**src/rtl/hazard_ctrl_if.sv**
```systemverilog
// Pipeline-facing hazard signals and the register enable/flush controls they produce.
// The pipeline datapath is the master; hazard_ctrl is the slave.
interface hazard_ctrl_if;
    logic [4:0] id_rs1;
    logic [4:0] id_rs2;
    logic       id_use_rs1;
    logic       id_use_rs2;
    logic [4:0] ex_rd;
    logic       ex_rd_eq0;
    logic       ex_mem_read;
    logic       ex_redirect;
    logic       mem_req;
    logic       dmem_ready;
    logic       imem_ready;
    logic       pc_en;
    logic       if_id_en;
    logic       id_ex_en;
    logic       ex_mem_en;
    logic       if_id_flush;
    logic       id_ex_flush;

    modport master (
        output id_rs1, id_rs2, id_use_rs1, id_use_rs2, ex_rd, ex_rd_eq0,
               ex_mem_read, ex_redirect, mem_req, dmem_ready, imem_ready,
        input  pc_en, if_id_en, id_ex_en, ex_mem_en, if_id_flush, id_ex_flush
    );

    modport slave (
        input  id_rs1, id_rs2, id_use_rs1, id_use_rs2, ex_rd, ex_rd_eq0,
               ex_mem_read, ex_redirect, mem_req, dmem_ready, imem_ready,
        output pc_en, if_id_en, id_ex_en, ex_mem_en, if_id_flush, id_ex_flush
    );
endinterface

```
**src/rtl/hazard_ctrl.sv**
```systemverilog
// Hazard and stall controller for the five-stage core: load-use bubbles, redirect
// flushes, instruction/data memory wait states and saturating stall/flush counters.
module hazard_ctrl #(
    parameter int TIMEOUT = 255,
    parameter int CNT_W   = 32
) (
    input  logic             clk,
    input  logic             rstn,
    hazard_ctrl_if.slave     hz,
    input  logic             cnt_clr,
    output logic             mem_err,
    output logic [CNT_W-1:0] stall_cnt,
    output logic [CNT_W-1:0] flush_cnt,
    output logic [1:0]       state_o
);
    typedef enum logic [1:0] {
        RUN    = 2'd0,
        DSTALL = 2'd1,
        FLUSH2 = 2'd2
    } state_t;

    localparam logic [15:0]      TMO_LAST = 16'(TIMEOUT - 1);
    localparam logic [CNT_W-1:0] CNT_ONE  = CNT_W'(1);

    state_t      state;
    state_t      state_nx;
    logic [15:0] tcnt;
    logic        lu;
    logic        ds;
    logic        hold_all;
    logic        run_rules;
    logic        flush_evt;
    logic        pc_en;
    logic        if_id_en;
    logic        id_ex_en;
    logic        ex_mem_en;
    logic        if_id_flush;
    logic        id_ex_flush;

    // Controls are combinational so the pipeline registers react in the same cycle.
    always_comb begin
        lu = hz.ex_mem_read & ~hz.ex_rd_eq0 &
             ((hz.id_use_rs1 & (hz.id_rs1 == hz.ex_rd)) |
              (hz.id_use_rs2 & (hz.id_rs2 == hz.ex_rd)));
        ds          = hz.mem_req & ~hz.dmem_ready;
        pc_en       = 1'b1;
        if_id_en    = 1'b1;
        id_ex_en    = 1'b1;
        ex_mem_en   = 1'b1;
        if_id_flush = 1'b0;
        id_ex_flush = 1'b0;
        mem_err     = 1'b0;
        flush_evt   = 1'b0;
        hold_all    = 1'b0;
        run_rules   = 1'b0;
        state_nx    = RUN;

        case (state)
            RUN: begin
                if (ds) begin
                    hold_all = 1'b1;
                    state_nx = DSTALL;
                end else begin
                    run_rules = 1'b1;
                end
            end
            DSTALL: begin
                if (hz.dmem_ready) begin
                    run_rules = 1'b1;
                end else if (tcnt == TMO_LAST) begin
                    mem_err = 1'b1;
                end else begin
                    hold_all = 1'b1;
                    state_nx = DSTALL;
                end
            end
            FLUSH2: begin
                if (ds) begin
                    hold_all = 1'b1;
                    state_nx = DSTALL;
                end else begin
                    if_id_flush = 1'b1;
                    flush_evt   = 1'b1;
                end
            end
            default: begin
                hold_all    = 1'b1;
                if_id_flush = 1'b1;
                id_ex_flush = 1'b1;
            end
        endcase

        if (hold_all) begin
            pc_en     = 1'b0;
            if_id_en  = 1'b0;
            id_ex_en  = 1'b0;
            ex_mem_en = 1'b0;
        end

        // Redirect beats load-use, which beats a missing fetch.
        if (run_rules) begin
            if (hz.ex_redirect) begin
                if_id_flush = 1'b1;
                id_ex_flush = 1'b1;
                flush_evt   = 1'b1;
                state_nx    = FLUSH2;
            end else if (lu) begin
                pc_en       = 1'b0;
                if_id_en    = 1'b0;
                id_ex_flush = 1'b1;
            end else if (!hz.imem_ready) begin
                pc_en       = 1'b0;
                if_id_flush = 1'b1;
            end
        end

        if (!rstn) begin
            pc_en       = 1'b0;
            if_id_en    = 1'b0;
            id_ex_en    = 1'b0;
            ex_mem_en   = 1'b0;
            if_id_flush = 1'b1;
            id_ex_flush = 1'b1;
            mem_err     = 1'b0;
        end
    end

    assign hz.pc_en       = pc_en;
    assign hz.if_id_en    = if_id_en;
    assign hz.id_ex_en    = id_ex_en;
    assign hz.ex_mem_en   = ex_mem_en;
    assign hz.if_id_flush = if_id_flush;
    assign hz.id_ex_flush = id_ex_flush;
    assign state_o        = state;

    // The timeout counter sits at zero outside DSTALL, so every entry starts fresh.
    always_ff @(posedge clk) begin
        if (!rstn) begin
            state     <= RUN;
            tcnt      <= '0;
            stall_cnt <= '0;
            flush_cnt <= '0;
        end else begin
            state <= state_nx;
            if (state == DSTALL) begin
                tcnt <= tcnt + 16'd1;
            end else begin
                tcnt <= '0;
            end
            if (cnt_clr) begin
                stall_cnt <= '0;
                flush_cnt <= '0;
            end else begin
                if (!pc_en && (stall_cnt != '1)) begin
                    stall_cnt <= stall_cnt + CNT_ONE;
                end
                if (flush_evt && (flush_cnt != '1)) begin
                    flush_cnt <= flush_cnt + CNT_ONE;
                end
            end
        end
    end
endmodule

```
**src/flat_wrapper.sv**
```systemverilog
// flat-port wrapper written by rule: the top's interface ports become plain ports
module hazard_ctrl_flat 
#(
    parameter int TIMEOUT = 255,
    parameter int CNT_W   = 32
)
  (clk, rstn, cnt_clr, mem_err, stall_cnt, flush_cnt, state_o, hz_id_rs1, hz_id_rs2, hz_id_use_rs1, hz_id_use_rs2, hz_ex_rd, hz_ex_rd_eq0, hz_ex_mem_read, hz_ex_redirect, hz_mem_req, hz_dmem_ready, hz_imem_ready, hz_pc_en, hz_if_id_en, hz_id_ex_en, hz_ex_mem_en, hz_if_id_flush, hz_id_ex_flush);
  hazard_ctrl_if hz_i ();
  input  logic clk;
  input  logic rstn;
  input  logic cnt_clr;
  output logic mem_err;
  output logic [CNT_W-1:0] stall_cnt;
  output logic [CNT_W-1:0] flush_cnt;
  output logic [1:0] state_o;
  input wire logic [$bits(hz_i.id_rs1)-1:0] hz_id_rs1;
  input wire logic [$bits(hz_i.id_rs2)-1:0] hz_id_rs2;
  input wire logic [$bits(hz_i.id_use_rs1)-1:0] hz_id_use_rs1;
  input wire logic [$bits(hz_i.id_use_rs2)-1:0] hz_id_use_rs2;
  input wire logic [$bits(hz_i.ex_rd)-1:0] hz_ex_rd;
  input wire logic [$bits(hz_i.ex_rd_eq0)-1:0] hz_ex_rd_eq0;
  input wire logic [$bits(hz_i.ex_mem_read)-1:0] hz_ex_mem_read;
  input wire logic [$bits(hz_i.ex_redirect)-1:0] hz_ex_redirect;
  input wire logic [$bits(hz_i.mem_req)-1:0] hz_mem_req;
  input wire logic [$bits(hz_i.dmem_ready)-1:0] hz_dmem_ready;
  input wire logic [$bits(hz_i.imem_ready)-1:0] hz_imem_ready;
  output wire logic [$bits(hz_i.pc_en)-1:0] hz_pc_en;
  output wire logic [$bits(hz_i.if_id_en)-1:0] hz_if_id_en;
  output wire logic [$bits(hz_i.id_ex_en)-1:0] hz_id_ex_en;
  output wire logic [$bits(hz_i.ex_mem_en)-1:0] hz_ex_mem_en;
  output wire logic [$bits(hz_i.if_id_flush)-1:0] hz_if_id_flush;
  output wire logic [$bits(hz_i.id_ex_flush)-1:0] hz_id_ex_flush;
  assign hz_i.id_rs1 = hz_id_rs1;
  assign hz_i.id_rs2 = hz_id_rs2;
  assign hz_i.id_use_rs1 = hz_id_use_rs1;
  assign hz_i.id_use_rs2 = hz_id_use_rs2;
  assign hz_i.ex_rd = hz_ex_rd;
  assign hz_i.ex_rd_eq0 = hz_ex_rd_eq0;
  assign hz_i.ex_mem_read = hz_ex_mem_read;
  assign hz_i.ex_redirect = hz_ex_redirect;
  assign hz_i.mem_req = hz_mem_req;
  assign hz_i.dmem_ready = hz_dmem_ready;
  assign hz_i.imem_ready = hz_imem_ready;
  assign hz_pc_en = hz_i.pc_en;
  assign hz_if_id_en = hz_i.if_id_en;
  assign hz_id_ex_en = hz_i.id_ex_en;
  assign hz_ex_mem_en = hz_i.ex_mem_en;
  assign hz_if_id_flush = hz_i.if_id_flush;
  assign hz_id_ex_flush = hz_i.id_ex_flush;
  hazard_ctrl #(.TIMEOUT(TIMEOUT), .CNT_W(CNT_W)) u_core (.clk(clk), .rstn(rstn), .hz(hz_i), .cnt_clr(cnt_clr), .mem_err(mem_err), .stall_cnt(stall_cnt), .flush_cnt(flush_cnt), .state_o(state_o));
endmodule
```
**config.mk**
```make
export PLATFORM = sky130hd
export DESIGN_NAME = hazard_ctrl_flat
export DESIGN_NICKNAME = d
export VERILOG_FILES = /design/src/rtl/hazard_ctrl_if.sv /design/src/rtl/hazard_ctrl.sv /design/src/flat_wrapper.sv
export SDC_FILE = /design/constraint.sdc
export NUM_CORES = 1
export LEC_CHECK = 0
export ABC_AREA = 0
export BUFFER_PORTS_ARGS = -buffer_cell sky130_fd_sc_hd__buf_2
export CAP_MARGIN = 20
export CORE_MARGIN = 4
export CORE_UTILIZATION = 58
export CTS_CLUSTER_SIZE = 28
export DETAILED_ROUTE_END_ITERATION = 10
export HOLD_SLACK_MARGIN = 0.02
export PLACE_DENSITY = 0.95
export SLEW_MARGIN = 10
export SYNTH_ARGS = -nofsm -noshare
export SYNTH_HDL_FRONTEND = slang
export SYNTH_SLANG_ARGS = --single-unit
```
**constraint.sdc**
```tcl
create_clock -name clk -period 5.7 [get_ports clk]
set_input_delay 0.285 -clock clk [delete_from_list [all_inputs] [get_ports clk]]
set_output_delay 0.285 -clock clk [all_outputs]
set_load 0.1 [all_outputs]
```
==> metrics <==
status complete, no violations; R2R Path Start u_core.stall_cnt[0]$_SDFFE_PP0P_; area of the die 8870 um^2; crit path max fanout 54; most used flip-flop cell after synthesis dfxtp_1; net count after synthesis 551; Final Util 0.693; Cell Pwr Density 219 nW/um^2; core box area 7250 um^2; Area after DPL 4830 um^2; First DRT Iteration DRCs 269; top area cells in the synthesized netlist dfxtp_1 38%, xor2_1 6.1%, nor2_1 4.7%; internal reg-to-reg setup slack 2.95 ns; most frequent cells in the layout 98 x buf_2, 82 x dfxtp_1, 54 x nor2_1, 43 x nand2_1, 35 x a21oi_1; Synth top area share 0.381; final setup vio count 0; Die Height 94.2 um; Leak Pwr 1.89 nW; Fmax achieved 315 MHz; largest net degree at the start of global routing 60; Final Hold Fails 0; TritonCTS clock tree yes; Syn Inst Count 521; Min-Delay Endpoint u_core.state_o[1]$_SDFF_PN0_; Arr. time, crit path 2.89 ns; Congestion Overflow GR 0; number of buffers created by CTS 9; CTS H-Tree Depth 3; Yosys warning total 0; Global Route Usage Sum 0.246; hold path cells 3; initial antenna violation count 0; RSZ-0062 raised after global routing no; diodes inserted 0; Netlist Area Pre-Place 4310 um^2; Critical Path Source Type flop; Max-slew headroom 0.301; Final ANT Viol Nets 0; hold_sp rstn; layout cells sized above 1 0.204; max-cap violations 0; worst hold path class input pin to flop; drt first pass iters 5; DR WL/cell 15.3 um; CP required 5.41 ns; clock sink count 82; Syn Area/Cell 8.27 um^2; hold_buf cts 0; Initial Utilization 0.594; Crit. Startpoint u_core.tcnt[1]$_SDFF_PN0_; PostCTS Resize Cnt 0; cell accounting for the most synthesized area dfxtp_1; Root Driver clkbuf_8; synthesis-to-finish area growth 16.6%; Worst-Skew Late Latency 0.35 ns; most common cell after layout, fill and taps aside buf_2; kind of critical path flop to output pin; number of nets in the layout 639; Row Count 31; async set-reset flop share out of synthesis 0; HPWL after DPL 7680 um; R2R cell count 8; Die W 94.2 um; max-slew violation count 0; gp weighted congestion 0.920; worst setup margin 2.52 ns; Yosys cell types 49; R2R Path End u_core.stall_cnt[29]$_SDFFE_PP0P_; vias in the first global route 3,942; Routed WL 10,900 um; crit path capture type output pin; Final period util 0.557; via density per instance 6.02; Peak VDD IR 0.000140 V; skew final 0.0133 ns; Fin Hold WS 0.210 ns; Worst-path clk slew 0.08 ns; worst-margin pin slew 1.05 ns; count of input and output buffers 98; DRC viols 0; post-route minimum period 3.18 ns; number of synthesized flops with an enable pin 0; Seq/Total Area, Yosys 0.381; Final Cell Area 5020 um^2; #FFs+latches synth 82; Max Root-Sink Buffers 2; first-pass GRT wire length 17,800 um; worst slack, placed 2.91 ns; final setup TNS 0 ns; vias 4,284; IO Count 99; post-CTS setup buffer count 0
==> power by group <==
group	internal, W	total [W]	switching (W)
Combinational	0.0000248	0.000111	0.0000861
Sequential	0.000575	0.000578	0.00000343
Clock	0.000200	0.000410	0.000210
==> flip-flops by register name (all words and copies together) (netlist names) <==
register          cells
u_core.flush_cnt     32
u_core.stall_cnt     32
u_core.tcnt          16
u_core.state_o        2
==> critical path, cell delays in order, from the launching register on <==
cell and delay (ns):
dfxtp_1 0.43, ha_1 0.18, nor4b_1 0.25, nand4_1 0.20
a21oi_1 0.36, o31ai_4 0.23, inv_4 0.37, buf_2 0.51
==> synthesized netlist by cell type (all sizes together) (5+ instances only) <==
master,instances
a21oi,35
and2,5
and3,19
and4,8
buf,10
clkbuf,14
dfxtp,82
inv,6
mux2i,5
nand2,43
nand2b,7
nand3,33
nand4,20
nor2,54
nor3,19
nor4,5
o21ai,18
o31ai,15
or3,20
or4,19
xnor2,16
xor2,30
==> routing by layer <==
layer / vias to the layer above / part of all wire / track usage
met4: 0 / 0.030 / 0.112
met3: 37 / 0.078 / 0.0529
met1: 1980 / 0.41 / 0.289
met2: 187 / 0.48 / 0.427
li1: 2080 / - / -
met5: - / 0 / 0
==> worst max-delay path by stage <==
stage	slack, ns	end	cells after the start
final	2.52	hz_pc_en	7
after global placement	3.09	hz_pc_en	8
after CTS	2.52	hz_pc_en	7
after floorplan	0.13	hz_if_id_en	4
after global routing	2.28	hz_pc_en	7
after detailed placement	2.91	hz_pc_en	7
==> cell type report <==
| cell class | count | area (um^2) |
|---|---|---|
| repair buffers | 101 | 513 |
| multi-input cells | 409 | 2540 |
| clock buffers | 10 | 128 |
| inverters | 6 | 25.0 |
| clock inverters | 5 | 56.3 |
| fillers | 586 | 2230 |
| flip-flops and latches | 82 | 1640 |
| well taps | 99 | 124 |
==> metrics by stage <==
stage | power (W) | cells
floorplan | 0.000678 | 521
global placement | 0.000698 | 696
detailed placement | 0.000701 | 696
CTS | 0.00110 | 711
global route | 0.00113 | 712
finish | 0.00110 | 712
==> cells by family after synthesis <==
logic type / Yosys count / share of synthesized area
and+or+nand+nor: 269 / 0.344
AOI/OAI and AO/OA: 85 / 0.125
DFF: 82 / 0.381
xor gates and xnor gates: 46 / 0.0935
buffers and inverters: 30 / 0.0328
muxes: 5 / 0.0116
adders and majority gates: 4 / 0.0116
(Power assumes the default switching activity.)
